==> src/rtl/hazard_ctrl.sv <==
// hazard_ctrl: load-use / taken-branch / memory-freeze hazard sequencer for the 5-stage RV64I core.
// Define HAZARD_PERF_CNT_EN to build the stall/flush performance counters (tied to zero otherwise).
module hazard_ctrl #(
  parameter int unsigned STALL_CYCLES = 1,
  parameter int unsigned CNT_W        = 32
) (
  input  logic             clk_i,
  input  logic             rst_i,
  input  logic [31:0]      id_instr_i,
  input  logic             ex_memread_i,
  input  logic [4:0]       ex_rd_i,
  input  logic             branch_taken_i,
  input  logic             mem_busy_i,
  output logic             pc_write_o,
  output logic             ifid_write_o,
  output logic             ifid_flush_o,
  output logic             idex_bubble_o,
  output logic             pipe_hold_o,
  output logic [1:0]       state_o,
  output logic [CNT_W-1:0] stall_cnt_o,
  output logic [CNT_W-1:0] flush_cnt_o
);

  typedef enum logic [1:0] {
    ST_RUN   = 2'd0,
    ST_STALL = 2'd1
  } state_e;

  localparam logic [6:0] OP_R    = 7'b0110011;
  localparam logic [6:0] OP_S    = 7'b0100011;
  localparam logic [6:0] OP_B    = 7'b1100011;
  localparam logic [6:0] OP_IALU = 7'b0010011;
  localparam logic [6:0] OP_LOAD = 7'b0000011;

  // The hazard cycle itself is the first bubble, so the countdown covers the rest.
  localparam logic [3:0] STALL_INIT = 4'(STALL_CYCLES - 1);

  state_e     state_q, state_d;
  logic [3:0] cnt_q, cnt_d;

  logic [6:0] opcode_s;
  logic [4:0] rs1_s, rs2_s;
  logic       use_rs1_s, use_rs2_s, hazard_s;
  logic       stall_inc_s, flush_inc_s;
  logic       unused_instr_s;

  assign opcode_s       = id_instr_i[6:0];
  assign rs1_s          = id_instr_i[19:15];
  assign rs2_s          = id_instr_i[24:20];
  assign unused_instr_s = ^{id_instr_i[31:25], id_instr_i[14:7]};

  // Which register fields the ID-stage opcode actually reads.
  always_comb begin
    use_rs1_s = 1'b0;
    use_rs2_s = 1'b0;
    case (opcode_s)
      OP_R, OP_S, OP_B: begin
        use_rs1_s = 1'b1;
        use_rs2_s = 1'b1;
      end
      OP_IALU, OP_LOAD: begin
        use_rs1_s = 1'b1;
        use_rs2_s = 1'b0;
      end
      default: begin
        use_rs1_s = 1'b0;
        use_rs2_s = 1'b0;
      end
    endcase
  end

  assign hazard_s = ex_memread_i && (ex_rd_i != 5'd0) &&
                    ((use_rs1_s && (rs1_s == ex_rd_i)) || (use_rs2_s && (rs2_s == ex_rd_i)));

  // Prioritised control decode: reset > freeze > branch flush > stall > new hazard.
  always_comb begin
    state_d       = state_q;
    cnt_d         = cnt_q;
    stall_inc_s   = 1'b0;
    flush_inc_s   = 1'b0;
    pc_write_o    = 1'b1;
    ifid_write_o  = 1'b1;
    ifid_flush_o  = 1'b0;
    idex_bubble_o = 1'b0;
    pipe_hold_o   = 1'b0;
    if (rst_i) begin
      pc_write_o    = 1'b0;
      ifid_write_o  = 1'b0;
      ifid_flush_o  = 1'b1;
      idex_bubble_o = 1'b1;
      state_d       = ST_RUN;
      cnt_d         = 4'd0;
    end else if (mem_busy_i) begin
      pipe_hold_o  = 1'b1;
      pc_write_o   = 1'b0;
      ifid_write_o = 1'b0;
    end else if (branch_taken_i) begin
      ifid_flush_o  = 1'b1;
      idex_bubble_o = 1'b1;
      state_d       = ST_RUN;
      cnt_d         = 4'd0;
      flush_inc_s   = 1'b1;
    end else if (state_q == ST_STALL) begin
      pc_write_o    = 1'b0;
      ifid_write_o  = 1'b0;
      idex_bubble_o = 1'b1;
      stall_inc_s   = 1'b1;
      if (cnt_q <= 4'd1) begin
        state_d = ST_RUN;
        cnt_d   = 4'd0;
      end else begin
        state_d = ST_STALL;
        cnt_d   = cnt_q - 4'd1;
      end
    end else if (hazard_s) begin
      pc_write_o    = 1'b0;
      ifid_write_o  = 1'b0;
      idex_bubble_o = 1'b1;
      stall_inc_s   = 1'b1;
      if (STALL_CYCLES > 1) begin
        state_d = ST_STALL;
        cnt_d   = STALL_INIT;
      end else begin
        state_d = ST_RUN;
        cnt_d   = 4'd0;
      end
    end else begin
      state_d = ST_RUN;
      cnt_d   = cnt_q;
    end
  end

  // FSM state and countdown registers.
  always_ff @(posedge clk_i) begin
    if (rst_i) begin
      state_q <= ST_RUN;
      cnt_q   <= 4'd0;
    end else begin
      state_q <= state_d;
      cnt_q   <= cnt_d;
    end
  end

  assign state_o = state_q;

`ifdef HAZARD_PERF_CNT_EN
  localparam logic [CNT_W-1:0] CNT_ONE = {{(CNT_W-1){1'b0}}, 1'b1};
  localparam logic [CNT_W-1:0] CNT_MAX = {CNT_W{1'b1}};

  logic [CNT_W-1:0] stall_cnt_q, flush_cnt_q;

  // Saturating hazard counters; freeze holds them because the increments are gated off.
  always_ff @(posedge clk_i) begin
    if (rst_i) begin
      stall_cnt_q <= {CNT_W{1'b0}};
      flush_cnt_q <= {CNT_W{1'b0}};
    end else begin
      if (stall_inc_s && (stall_cnt_q != CNT_MAX)) begin
        stall_cnt_q <= stall_cnt_q + CNT_ONE;
      end else begin
        stall_cnt_q <= stall_cnt_q;
      end
      if (flush_inc_s && (flush_cnt_q != CNT_MAX)) begin
        flush_cnt_q <= flush_cnt_q + CNT_ONE;
      end else begin
        flush_cnt_q <= flush_cnt_q;
      end
    end
  end

  assign stall_cnt_o = stall_cnt_q;
  assign flush_cnt_o = flush_cnt_q;
`else
  logic unused_perf_s;
  assign unused_perf_s = stall_inc_s ^ flush_inc_s;
  assign stall_cnt_o   = {CNT_W{1'b0}};
  assign flush_cnt_o   = {CNT_W{1'b0}};
`endif

endmodule

==> config.mk <==
export PLATFORM = sky130hd
export DESIGN_NAME = hazard_ctrl
export DESIGN_NICKNAME = d
export VERILOG_FILES = /design/src/rtl/hazard_ctrl.sv
export SDC_FILE = /design/constraint.sdc
export NUM_CORES = 1
export LEC_CHECK = 0
export CAP_MARGIN = 0
export CORE_ASPECT_RATIO = 0.5
export CORE_MARGIN = 5
export CORE_UTILIZATION = 28
export DETAILED_ROUTE_END_ITERATION = 16
export GPL_TIMING_DRIVEN = 0
export PLACE_DENSITY = 0.87
export SLEW_MARGIN = 30
export SYNTH_ARGS = -nofsm -noshare
export SYNTH_HDL_FRONTEND = slang
export SYNTH_SLANG_ARGS = --single-unit
==> constraint.sdc <==
create_clock -name clk_i -period 2.5 [get_ports clk_i]
set_input_delay 0.5 -clock clk_i [delete_from_list [all_inputs] [get_ports clk_i]]
set_output_delay 0.5 -clock clk_i [all_outputs]
set_load 0.03 [all_outputs]
# Word-level counts from Yosys, hierarchy flattened
# Index checks and enable logic that the tools add are counted.
# word_totals
reg_bits	6
latch_bits	0
mem_bits_rw	0
rom_bits	0
word_cells	47
n_memories	0
# classes
addsub	1
n_mul	0
div	0
magnitude_cmp	1
n_eq_ne	8
shifts	0
n_mux	24
bitwise_logic	1
reduce_logical	10
# op_table
operator	n
2-to-1 mux 1 bit	18
2-to-1 mux 4 bit	4
equality test 7 x 6 -> 1 bit (second input constant)	2
equality test 5 bit	2
equality test 7 x 2 -> 1 bit (second input constant)	1
equality test 7 x 5 -> 1 bit (second input constant)	1
equality test 7 bit (second input constant)	1
nonzero test 5 bit	1
OR reduction 5 bit	1
<= comparator 4 x 1 -> 1 bit (second input constant)	1
logical AND 1 bit	4
2-to-1 mux 2 bit	2
subtractor 4 x 1 -> 4 bit (second input constant)	1
nonzero test 3 bit	1
OR reduction 3 bit	1
equality test 2 x 1 -> 1 bit (second input constant)	1
AND reduction 2 bit	1
logical OR 1 bit	1
inverter 1 bit	1

# Depth between registers and ports, before layout
# depth
depth_word	11
depth_mapped	7

# Worst setup path after synthesis
# No wires, ideal clock.
# synth_path
path_type	input -> output
start	input ex_rd_i[1]
end	output pc_write_o
arrival_ns	2.497
path_slack_ns	-0.497
stages	5
n_path_buf	1
path_cell_list	or4_1 o21ai_2 o21bai_1 a211oi_1 buf_4
# synth_via
elab_chain_cells	9
word_cells_on_any_way	13
classes_between	2 x eq/ne; 5 x mux; 6 x reduce/logical
# synth_lines
element	line_no	rtl
start, declared	11	input logic [4:0] ex_rd_i,
equality test 5 bit	73	((use_rs1_s && (rs1_s == ex_rd_i)) || (use_rs2_s && (rs2_s == ex_rd_i)));
logical AND 1 bit	73	
logical OR 1 bit	73	
logical AND 1 bit *	72	assign hazard_s = ex_memread_i && (ex_rd_i != 5'd0) &&
2-to-1 mux 1 bit * (5 in a row)	n/a	
end, declared	14	output logic pc_write_o,
# Mark *: on every way between the ends. The rest lies on a longest branch, timed or not.

# Final worst setup path
# layout_path
start	input mem_busy_i
end	output ifid_flush_o
# layout_via
elab_chain_cells	2
# layout_lines
element	line_no	rtl
start, declared	13	input logic mem_busy_i,
2-to-1 mux 1 bit	93	end else if (mem_busy_i) begin
2-to-1 mux 1 bit	86	if (rst_i) begin
end, declared	16	output logic ifid_flush_o,
# Every way passes these cells.

==> run metrics <==
synthesized area 997 um2; most common cell after layout, fill and taps aside buf_4; Cell variety after synth 31; filler instances approximately 320; drt drc 0; most frequent cells in the layout 68 x buf_4, 65 x conb_1, 11 x dlygate4sd2_1, 7 x xor2_1, 7 x nor2_1; antenna-violating nets left 0; first-pass GRT wire length about 4200 um; RSZ-0062 raised after global routing false; PnR Total Power roughly 0.55 mW; H-tree Lvls 1; HPWL Detailed around 2300 um; FF/Latch Area 100 um2; maximum VDD drop approximately 0.11 mV; Root Driver clkbuf_8; Ant. Diodes 0; Comb pwr share 0.577; gr usage total 0.108; TritonCTS buffer count 3; Avg WL per Cell about 10 um; Layout area overhead 74.4%; vias per cell roughly 3.4; CP endpoint kind primary output; violation count after the first detailed-route iteration 52; crit path max fanout 6; Die Y ~52 um; drt total wl between 2000 and 3000 um; 1st-pass router iterations 4; Seq pwr share 0.147; Tcrit/Tclk final 0.969; Max Cap Viol 0; min Tclk post-route 2.42 ns; P per Cell Area between 300 and 400 nW/um2; IO buf count 32; Clock power frac 0.277; Final Hold Fails 0; Clk pin slew, worst setup/hold paths around 0.04 ns; type of the tightest min-delay check reg -> reg; Boundary Pins 113; Crit path required time 2.00 ns; post-synthesis average cell area about 7.8 um2; Max Buffers Root-to-Sink 2; pre-CTS WS -0.975 ns; CTS sink cnt 5; outcome finished, final reports clean; worst-skew pair later-pin latency approximately 0.22 ns; Leak 0.998 nW; Psw around 0.24 mW; area of the multi-input gates 706 um2; RD Place Congestion a little over 0.7; die width 94.4 um; Int Pwr a little over 0.3 mW; YS warnings 0; Die ar. approximately 5000 um2; PnR worst setup slack between 0.07 and 0.08 ns; layout cell share with drive strength beyond 1 0.402; placed cells 275; grt ovf 0; antenna violations before repair 0; sequential share of the synthesized area 0.100; skew final roughly 0.0011 ns; largest net degree at the start of global routing 12; CTS tree yes; Synth Instances between 100 and 150; nets roughly 270; Cell Rows 15; worst hold slack 0.557 ns; Slew Viols, Final 0; crit path kind in -> out; core area approximately 3400 um2; via count ~950; CP Launch Type input port; number of global-route vias before repair between 900 and 1,000; Yosys reg bits 5; Fmax approximately 0.41 GHz; initial core utilization 0.290; Setup violations, final 0; Data arrival, critical path 1.92 ns; fin cells 280; sw frac 0.435; # hold bufs at CTS 0
==> power groups by stage <==
stage	logic (mW)	clock network [mW]	registers (mW)
floorplan	0.246	0	0.0814
global placement	0.305	0	0.0814
detailed placement	0.309	0	0.0814
CTS	0.306	0.152	0.0802
global route	0.334	0.161	0.0802
finish	0.315	0.151	0.0802
==> routing by layer <==
layer  GRT usage  wire (um)
met2       0.236       1580
met1      0.0864        868
met4      0.0671        141
met3      0.0273        226
met5           0          0
==> what timing repair did <==
item / 4_1_cts / 5_1_grt
endpoints found under the setup margin: 5 / 3
resized for setup: 64 / 7
hold endpoints to repair: 0 / 0
pin swaps: 13 / 5
buffers inserted: 1 / 2
==> worst paths after layout <==
kind / start / cells past startpoint / to / slack, ns
max: mem_busy_i / 4 / ifid_flush_o / 0.08
min: state_o[0] / 1 / state_o[0] / 0.56
max reg2reg: cnt_q[0] / 7 / cnt_q[2] / 0.86
min reg2reg: state_o[0] / 1 / state_o[0] / 0.56
==> registers in the layout, summed over array words and instances (netlist names) <==
| name | count |
|---|---|
| state_o | 1 |
| cnt_q | 4 |
==> through the flow <==
| step | setup TNS, ns | cell area, um2 | util |
|---|---|---|---|
| finish | 0 | 1740 | 0.506 |
| global route | 0 | 1740 | 0.506 |
| CTS | -0.00446 | 1710 | 0.497 |
| detailed placement | -3.08 | 1650 | 0.479 |
| global placement | -2.86 | 1650 | 0.479 |
| floorplan | 0 | 1260 | - |
==> synth_stat cells (all sizes together) <==
cell | count | area [um2]
a211oi | 3 | 22.5
or3 | 1 | 6.26
ha | 2 | 25.0
nor4 | 1 | 12.5
o22ai | 1 | 6.26
nand4b | 1 | 8.76
nand2b | 1 | 6.26
xnor2 | 2 | 17.5
o21bai | 1 | 7.51
mux2 | 2 | 22.5
a21oi | 1 | 5.00
nor3b | 1 | 7.51
o31ai | 1 | 21.3
a21o | 2 | 15.0
o21ai | 3 | 18.8
conb | 1 | 3.75
nor2b | 1 | 6.26
inv | 4 | 15.0
buf | 66 | 495
and2 | 1 | 6.26
dfxtp | 5 | 100
a32oi | 1 | 8.76
xor2 | 9 | 78.8
nand2 | 2 | 7.51
o31a | 1 | 8.76
nor3 | 4 | 20.0
nor2 | 7 | 26.3
or4 | 1 | 7.51
a31oi | 1 | 6.26
clkbuf | 1 | 3.75
==> area by class of cell <==
| type | count | area share |
|---|---|---|
| clock buffers | 4 | 0.0259 |
| repair buffers | 35 | 0.185 |
| well taps | 51 | 0.0367 |
| plain buffers | 65 | 0.281 |
| flip-flops and latches | 5 | 0.0576 |
| inverters | 4 | 0.00863 |
| multi-input cells | 116 | 0.406 |
==> cells by family (layout without fill, tap and decap cells) <==
logic type / count (synthesis) / in the layout / share of synthesized area
AO/OA/AOI/OAI: 15 / 15 / 0.120
XOR/XNOR: 11 / 11 / 0.0966
adder cells (fa/ha/maj): 2 / 2 / 0.0251
buffers and inverters: 71 / 108 / 0.516
flip-flops: 5 / 5 / 0.100
multiplexers: 2 / 2 / 0.0226
other: 1 / 65 / 0.00376
AND/OR/NAND/NOR: 21 / 21 / 0.115
==> worst max-delay path, stage by stage <==
cell,delay (ns)
dlygate4sd2_1,0.43
inv_1,0.19
a21o_1,0.21
clkdlybuf4s50_1,0.59
No activity file was read; power rests on OpenSTA's default activity.
